File: config.mk
export PLATFORM = sky130hd
export DESIGN_NAME = dmem_arbiter
export DESIGN_NICKNAME = d
export VERILOG_FILES = /design/src/rtl/dmem_arbiter_pkg.sv /design/src/rtl/arb_starve_cnt.sv /design/src/rtl/dmem_arbiter.sv
export SDC_FILE = /design/constraint.sdc
export NUM_CORES = 1
export LEC_CHECK = 0
export CORE_AREA = 5 5 114 116
export DETAILED_ROUTE_END_ITERATION = 7
export DIE_AREA = 0 0 119 121
export HOLD_SLACK_MARGIN = 0.02
export SKIP_CTS_REPAIR_TIMING = 1
export SKIP_LAST_GASP = 1
export SYNTH_ARGS = -nofsm -noshare
export SYNTH_HDL_FRONTEND = slang
export SYNTH_SLANG_ARGS = --single-unit
File: constraint.sdc
create_clock -name clk -period 1.8 [get_ports clk]
set_input_delay 0.27 -clock clk [delete_from_list [all_inputs] [get_ports clk]]
set_output_delay 0.27 -clock clk [all_outputs]
set_load 0.1 [all_outputs]
File: src/rtl/dmem_arbiter_pkg.sv
// Shared definitions for the data-memory arbiter: owner encoding, master ids
// and the default starvation threshold.
package dmem_arbiter_pkg;

  // Lock owner of the shared memory port.
  typedef enum logic [1:0] {
    NONE = 2'b00,
    OWN0 = 2'b01,
    OWN1 = 2'b10
  } owner_e;

  // Master identifiers used to tag a pending read return.
  localparam logic M0 = 1'b0;
  localparam logic M1 = 1'b1;

  // Consecutive denied m1 cycles before m1 is forced to win (legal 1..15).
  localparam int unsigned STARVE_MAX_DEF = 4;

  // Counter width wide enough for the largest legal threshold.
  localparam int unsigned CNT_W = 4;

endpackage : dmem_arbiter_pkg

File: src/rtl/arb_starve_cnt.sv
// Saturating starvation counter for the low-priority master.
// Ports:
//   clk, reset : clock, asynchronous active-low reset
//   inc        : requester denied this cycle
//   clr        : requester granted or idle this cycle (wins over inc)
//   sat        : count has reached MAX (registered)
module arb_starve_cnt
  import dmem_arbiter_pkg::*;
#(
  parameter int unsigned MAX = STARVE_MAX_DEF
) (
  input  logic clk,
  input  logic reset,
  input  logic inc,
  input  logic clr,
  output logic sat
);

  logic [CNT_W-1:0] cnt_q;
  logic [CNT_W-1:0] cnt_d;

  // Next count: clear has priority, increment holds at MAX.
  always_comb begin
    cnt_d = cnt_q;
    if (clr) begin
      cnt_d = '0;
    end else if (inc && (cnt_q != CNT_W'(MAX))) begin
      cnt_d = cnt_q + CNT_W'(1);
    end
  end

  // Count and saturation flag are registered together so sat is glitch-free.
  always_ff @(posedge clk or negedge reset) begin
    if (!reset) begin
      cnt_q <= '0;
      sat   <= 1'b0;
    end else begin
      cnt_q <= cnt_d;
      sat   <= (cnt_d == CNT_W'(MAX));
    end
  end

endmodule : arb_starve_cnt

File: src/rtl/dmem_arbiter.sv
// Two-master arbiter for the single data-memory port. m0 (CPU) has priority,
// m1 (UART DMA) is protected from starvation, and a lock bit lets either
// master hold the port across a read-modify-write sequence.
// Ports:
//   clk, reset                 : clock, asynchronous active-low reset
//   mX_req/wr/lock/addr/wdata  : request from master X, held until mX_gnt
//   mX_gnt                     : access performed this cycle (combinational)
//   mX_rvalid/rdata            : read return, one cycle after the read grant
//   mem_rd/wr/addr/wdata       : shared memory port (combinational from grant)
//   mem_rdata                  : memory read data, valid the cycle after mem_rd
module dmem_arbiter
  import dmem_arbiter_pkg::*;
#(
  parameter int unsigned ADDR_W     = 32,
  parameter int unsigned DATA_W     = 32,
  parameter int unsigned STARVE_MAX = STARVE_MAX_DEF
) (
  input  logic              clk,
  input  logic              reset,

  input  logic              m0_req,
  input  logic              m0_wr,
  input  logic              m0_lock,
  input  logic [ADDR_W-1:0] m0_addr,
  input  logic [DATA_W-1:0] m0_wdata,
  output logic              m0_gnt,
  output logic              m0_rvalid,
  output logic [DATA_W-1:0] m0_rdata,

  input  logic              m1_req,
  input  logic              m1_wr,
  input  logic              m1_lock,
  input  logic [ADDR_W-1:0] m1_addr,
  input  logic [DATA_W-1:0] m1_wdata,
  output logic              m1_gnt,
  output logic              m1_rvalid,
  output logic [DATA_W-1:0] m1_rdata,

  output logic              mem_rd,
  output logic              mem_wr,
  output logic [ADDR_W-1:0] mem_addr,
  output logic [DATA_W-1:0] mem_wdata,
  input  logic [DATA_W-1:0] mem_rdata
);

  owner_e owner_q;
  owner_e owner_d;
  logic   req0;
  logic   req1;
  logic   starve_sat;
  logic   rd_pend_q;
  logic   rd_id_q;

  // Requests are masked while reset is held so every output reads 0.
  assign req0 = m0_req & reset;
  assign req1 = m1_req & reset;

  // Owner register.
  always_ff @(posedge clk or negedge reset) begin
    if (!reset) begin
      owner_q <= NONE;
    end else begin
      owner_q <= owner_d;
    end
  end

  // Grant selection and next owner. A lock holder that stops requesting
  // still blocks the other master; starvation only matters in NONE.
  always_comb begin
    owner_d = owner_q;
    m0_gnt  = 1'b0;
    m1_gnt  = 1'b0;
    case (owner_q)
      OWN0: m0_gnt = req0;
      OWN1: m1_gnt = req1;
      default: begin
        owner_d = NONE;
        if (req0 && req1) begin
          m1_gnt = starve_sat;
          m0_gnt = ~starve_sat;
        end else begin
          m0_gnt = req0;
          m1_gnt = req1;
        end
      end
    endcase
    if (m0_gnt) begin
      owner_d = m0_lock ? OWN0 : NONE;
    end else if (m1_gnt) begin
      owner_d = m1_lock ? OWN1 : NONE;
    end
  end

  // m1 starvation tracking: counts denied cycles, cleared when idle or served.
  arb_starve_cnt #(
    .MAX (STARVE_MAX)
  ) u_starve (
    .clk   (clk),
    .reset (reset),
    .inc   (req1 & ~m1_gnt),
    .clr   (~req1 | m1_gnt),
    .sat   (starve_sat)
  );

  // Shared memory port mux; idle port drives zeros.
  always_comb begin
    mem_rd    = 1'b0;
    mem_wr    = 1'b0;
    mem_addr  = '0;
    mem_wdata = '0;
    if (m0_gnt) begin
      mem_rd    = ~m0_wr;
      mem_wr    = m0_wr;
      mem_addr  = m0_addr;
      mem_wdata = m0_wdata;
    end else if (m1_gnt) begin
      mem_rd    = ~m1_wr;
      mem_wr    = m1_wr;
      mem_addr  = m1_addr;
      mem_wdata = m1_wdata;
    end
  end

  // Remember which master the in-flight read belongs to.
  always_ff @(posedge clk or negedge reset) begin
    if (!reset) begin
      rd_pend_q <= 1'b0;
      rd_id_q   <= M0;
    end else begin
      rd_pend_q <= mem_rd;
      if (mem_rd) begin
        rd_id_q <= m1_gnt ? M1 : M0;
      end
    end
  end

  // Read return steering: only the tagged master sees valid data.
  assign m0_rvalid = rd_pend_q & (rd_id_q == M0);
  assign m1_rvalid = rd_pend_q & (rd_id_q == M1);
  assign m0_rdata  = m0_rvalid ? mem_rdata : '0;
  assign m1_rdata  = m1_rvalid ? mem_rdata : '0;

endmodule : dmem_arbiter

After elaboration in Yosys (flattened, before gate mapping)
Index checks and enable logic that the tools add are counted.

Flip-flop bits (word level): 9. Bits of input ports: 168.

Reductions and logical operators: 3. Bitwise gates (word level): 12. Muxes and demuxes: 22. Add/subtract/negate cells: 1. Equality and inequality tests: 5.

Operators by type and width (number): 2-to-1 mux 32 bit (6); 2-to-1 mux 1 bit (8); 2-to-1 mux 2 bit (4); 2-to-1 mux 4 bit (2); NOT 1 bit (6); bitwise AND 1 bit (5); adder 4 x 1 -> 4 bit, second input constant (1); equality test 4 x 3 -> 1 bit, second input constant (1); inequality test 4 x 3 -> 1 bit, second input constant (1); case mux 1 bit (2 select lines) (2); inequality test 3 x 1 -> 1 bit, second input constant (1); equality test 2 x 1 -> 1 bit, second input constant (1); equality test 2 bit, second input constant (1); logical AND 1 bit (2); OR reduction 2 bit (1); OR 1 bit (1).

Depth between registers and ports, before layout
Depth in word-level cells: 10. Mapped depth: 9.

By module
Synthesis repeated with hierarchy kept, for this count alone.

Cells, all modules: 210. Area total of the unflattened synthesis: 1679.1 um^2.

By module, submodules not included: dmem_arbiter (instances 1, cells an instance 180, sequential area each 100.1 um^2, area each 1395.1 um^2); arb_starve_cnt (instances 1, cells an instance 30, sequential area each 125.1 um^2, area each 284.0 um^2).

Worst setup path after synthesis
OpenSTA, ideal clock, no wires.

Path type: register to register. Start point: register owner_q[0]. End point: register rd_pend_q. Buffers on the path: 2. Cell stages (with the launch flop): 8. Slack: -1333 ps. Arrival: 2844 ps. Cells stage by stage: dfrtp_1 -> inv_1 -> ha_1 -> nand3_1 -> o2111ai_2 -> buf_4 -> buf_2 -> o22ai_1.

Word-level cells in the longest chain between the ends: 4. Elaborated cells between the ends (all ways): 6. Classes of those cells: eq/ne (2); mux (4).

RTL lines: start: declaration (line dmem_arbiter.sv:46) `owner_e owner_q;`; start signal: assignment (line dmem_arbiter.sv:63) `owner_q <= owner_d;`; equality test 2 bit / equality test 2 x 1 -> 1 bit (equally long branches) (line dmem_arbiter.sv:73) `case (owner_q)`; case mux 1 bit (2 select lines) (line dmem_arbiter.sv:73); 2-to-1 mux 1 bit (line dmem_arbiter.sv:116) `end else if (m1_gnt) begin`; 2-to-1 mux 1 bit * (line dmem_arbiter.sv:111) `if (m0_gnt) begin`; via mem_rd (line dmem_arbiter.sv:39) `output logic mem_rd,`; end signal: assignment (line dmem_arbiter.sv:130) `rd_pend_q <= mem_rd;`; end: declaration (line dmem_arbiter.sv:51) `logic rd_pend_q;`.

The timed path passes the listed nets; every way through them passes the cells marked *. A chain may end at the register's enable or synchronous reset.

Worst setup path in the final report
Start point: register owner_q[1]. End point: output mem_wdata[15].

Word-level cells in the longest chain between the ends: 4. Elaborated cells between the ends (all ways): 6. Classes of those cells: eq/ne (2); mux (4).

RTL lines: equality test 2 bit / equality test 2 x 1 -> 1 bit (equally long branches) (line dmem_arbiter.sv:73); case mux 1 bit (2 select lines) (line dmem_arbiter.sv:73); 2-to-1 mux 32 bit (line dmem_arbiter.sv:116); 2-to-1 mux 32 bit * (line dmem_arbiter.sv:111); end: declaration (line dmem_arbiter.sv:42) `output logic [DATA_W-1:0] mem_wdata,`.

Every way passes the cells marked *; elsewhere a longest branch is shown, timed or not.

==> impl_metrics.py <==
metrics = {
    "die": {
        "die_x_microns": 119,
        "row_count": 40,
        "core_region_area_sq_mm": 0.0118,
        "start_util_pct": 16.2,
        "fp.dieH_microns": 121,
        "dieArea_sq_mm": 0.0144,
        "ioPinCount": 302,
    },
    "placed_design": {
        "io_buffers": 301,
        "post-dp-hpwl_microns": 12300,
        "gp_congestion": 0.833,
    },
    "logic_synthesis": {
        "ys_top_cells_by_count": "132 x nand2_1, 67 x nand3_1, 34 x and2_1",
        "async_flop_share_pct": 100,
        "synth_top_cells_by_area": "nand2_1 26%, nand3_1 18%, dfrtp_1 12%",
        "synth_top_area_cell": "nand2_1",
        "yosysUniqueCellTypes": 32,
        "syn_area_sq_mm": 0.00191,
        "yosys_warnings": 0,
        "syn_inst": 347,
        "ys.flop_type": "dfrtp_1",
        "synth_top_cell_area_share_pct": 25.9,
        "avgSynthCellArea_sq_um": 5.51,
        "yosysMostFrequentCell": "nand2_1",
        "syn-num-nets": 519,
        "synth_edf_count": 0,
        "synth-seq-cells": 9,
        "yosysSeqAreaShare_pct": 11.8,
    },
    "hold_path": {
        "holdCritPathClass": "primary input to async pin",
    },
    "power_and_ir_drop": {
        "p_leak_nw": 3.47,
        "p_per_area_mw_per_mm2": 505,
        "power_mw": 4.21,
        "max-vdd-ir-drop_v": 0.000351,
    },
    "route": {
        "wl_microns": 16400,
        "vias": 3739,
        "viasPerCell": 4.63,
        "drc": 0,
        "initialDrtViolationCount": 165,
        "routedWlPerCell_microns": 20.3,
        "first_pass_iters": 4,
        "ant_nets": 0,
    },
    "setup_path": {
        "cp-end-kind": "primary output",
        "path_max_fanout": 9,
        "cp.arrival_ns": 1.99,
        "worst_setup_path_start_kind": "flop",
        "crit_path_max_incr_delay_ns": 0.41,
        "cp_slowest_cell": "dfrtp_1",
        "crit_chain": "ha_4 > or2_4 > o211a_4 > clkbuf_16 > nand3_1 > nand2_4 > buf_12",
        "crit_family": "flip-flops",
        "criticalPathCategory": "flop to primary output",
        "critical_path_buf_inv_count": 2,
        "cp.required_ns": 1.53,
    },
    "final_layout": {
        "antenna_cells": 0,
        "nFillCells": 864,
        "nets": 834,
        "synthToLayoutAreaGrowth_pct": 335,
        "drive_above_1_share_pct": 54.0,
        "post-route-util_pct": 70.5,
    },
    "clock_network": {
        "cts_made_buffers": 3,
        "clk_pin_slew_ns": 0.04,
        "htreeDepth": 1,
        "cts_root_buffer": "clkbuf_16",
        "cts.path.max_buffers": 2,
        "cts_tree": "done",
        "clk_latency_ns": 0.24,
        "cts_sinks": 9,
    },
    "job": {
        "drv_cap": 0,
    },
    "global_routing": {
        "grt_overflow_total": 0,
        "antenna_found_initial": 0,
        "grt_start_max_net_pins": 49,
        "grt_usage_pct": 18.4,
        "first_global_vias": 3721,
        "grt_pass1_wl_microns": 21300,
    },
    "sta": {
        "rsz0062_at_grt": "yes",
        "relSlewSlack_pct": 80.3,
        "slew_violations": 0,
        "fin_crit_ns": 2.26,
        "fin_crit_sh_pct": 126,
        "worst_pin_slew_ns": 0.295,
        "max_freq_mhz": 442,
        "setup_viol": 69,
        "hold_violations": 0,
        "fin_skew_ns": 0.000443,
        "setup_slack_ns": -0.463,
    },
    "run_status": {
        "status": "finished, violations left",
        "failed_checks": "setup timing",
    },
}
where the power goes:
group | switching, mW | leakage, nW | total, mW | internal (mW)
logic | 2.13 | 3.31 | 3.58 | 1.45
clock network | 0.104 | 0.0382 | 0.401 | 0.297
registers | 0.00993 | 0.122 | 0.225 | 0.215
state kept, by name, summed over array words and instances, names as in the netlist:
name            count
owner_q             2
u_starve.sat        1
rd_pend_q           1
u_starve.cnt_q      4
rd_id_q             1
kinds of logic (layout without fill, tap and decap cells):
kind of cell | count (synthesis) | in the layout | share of synthesized area (%)
adders and majority gates | 4 | 4 | 2.62
AOI/OAI and AO/OA | 14 | 15 | 5.76
and+or+nand+nor | 280 | 280 | 69.3
muxes | 2 | 2 | 1.05
xor gates and xnor gates | 1 | 1 | 0.458
DFF | 9 | 9 | 11.8
buffers and inverters | 37 | 350 | 9.03
routing by layer:
| metal | track usage (%) | share of wire (%) | wire length [microns] |
|---|---|---|---|
| met5 | 0 | 0 | 0 |
| met2 | 36.4 | 56 | 9110 |
| met3 | 5.69 | 8.0 | 1310 |
| met1 | 19.2 | 35 | 5700 |
| met4 | 3.04 | 1.6 | 270 |
worst paths after layout:
| check | start | to | slack (ns) | cells past startpoint |
|---|---|---|---|---|
| worst min-delay path | reset | u_starve.sat$_DFF_PN0_ | 0.48 | 3 |
| min in group clk | owner_q[1]$_DFFE_PN0P_ | owner_q[1]$_DFFE_PN0P_ | 0.59 | 1 |
| worst min register to register | owner_q[1]$_DFFE_PN0P_ | owner_q[1]$_DFFE_PN0P_ | 0.59 | 1 |
| worst max-delay path | owner_q[1]$_DFFE_PN0P_ | mem_wdata[15] | -0.46 | 7 |
| max in group asynchronous | reset | rd_id_q$_DFFE_PN0P_ | 1.18 | 3 |
| worst max register to register | owner_q[1]$_DFFE_PN0P_ | rd_id_q$_DFFE_PN0P_ | -0.16 | 9 |
area by class of cell:
cell class                      instances  area [sq um]  area share, %
Clock buffer                            4          78.8          0.947
Timing Repair Buffer                  340          5040           60.5
Sequential cell                         9           225           2.70
Inverter                                6          35.0          0.421
Tap cell                              147           184           2.21
Multi-Input combinational cell        302          2770           33.2
worst register-to-register path, cell delays in order, from the launching register on:
cell	delay (ns)
dfrtp_1	0.41
ha_4	0.33
nand3_2	0.10
o2111ai_4	0.10
buf_12	0.21
inv_12	0.09
buf_8	0.15
buf_4	0.14
mux2i_1	0.11
a21bo_2	0.22
cell usage in the layout (no fill, tap or decap), drive strengths merged, types with 3 or more instances in the layout:
cell type,instances
and2,34
and3,33
buf,161
clkbuf,16
clkdlybuf4s50,167
dfrtp,9
ha,4
inv,6
nand2,132
nand3,67
nor2,5
o21ai,3
through the flow:
step           hold WS, ns  instance area (sq um)  TNS, ns  setup slack [ns]  std cells
6_report             0.477                   8330   -29.40            -0.463        808
5_1_grt              0.508                   8330   -34.40            -0.537        808
4_1_cts              0.483                   7470   -33.70            -0.589        785
3_5_place_dp         0.551                   7390   -21.67            -0.394        781
3_3_place_gp         0.536                   7390   -20.54            -0.377        781
2_1_floorplan      -0.0256                   2850    -8.89            -0.272        347
No activity file was read; power rests on OpenSTA's default activity.
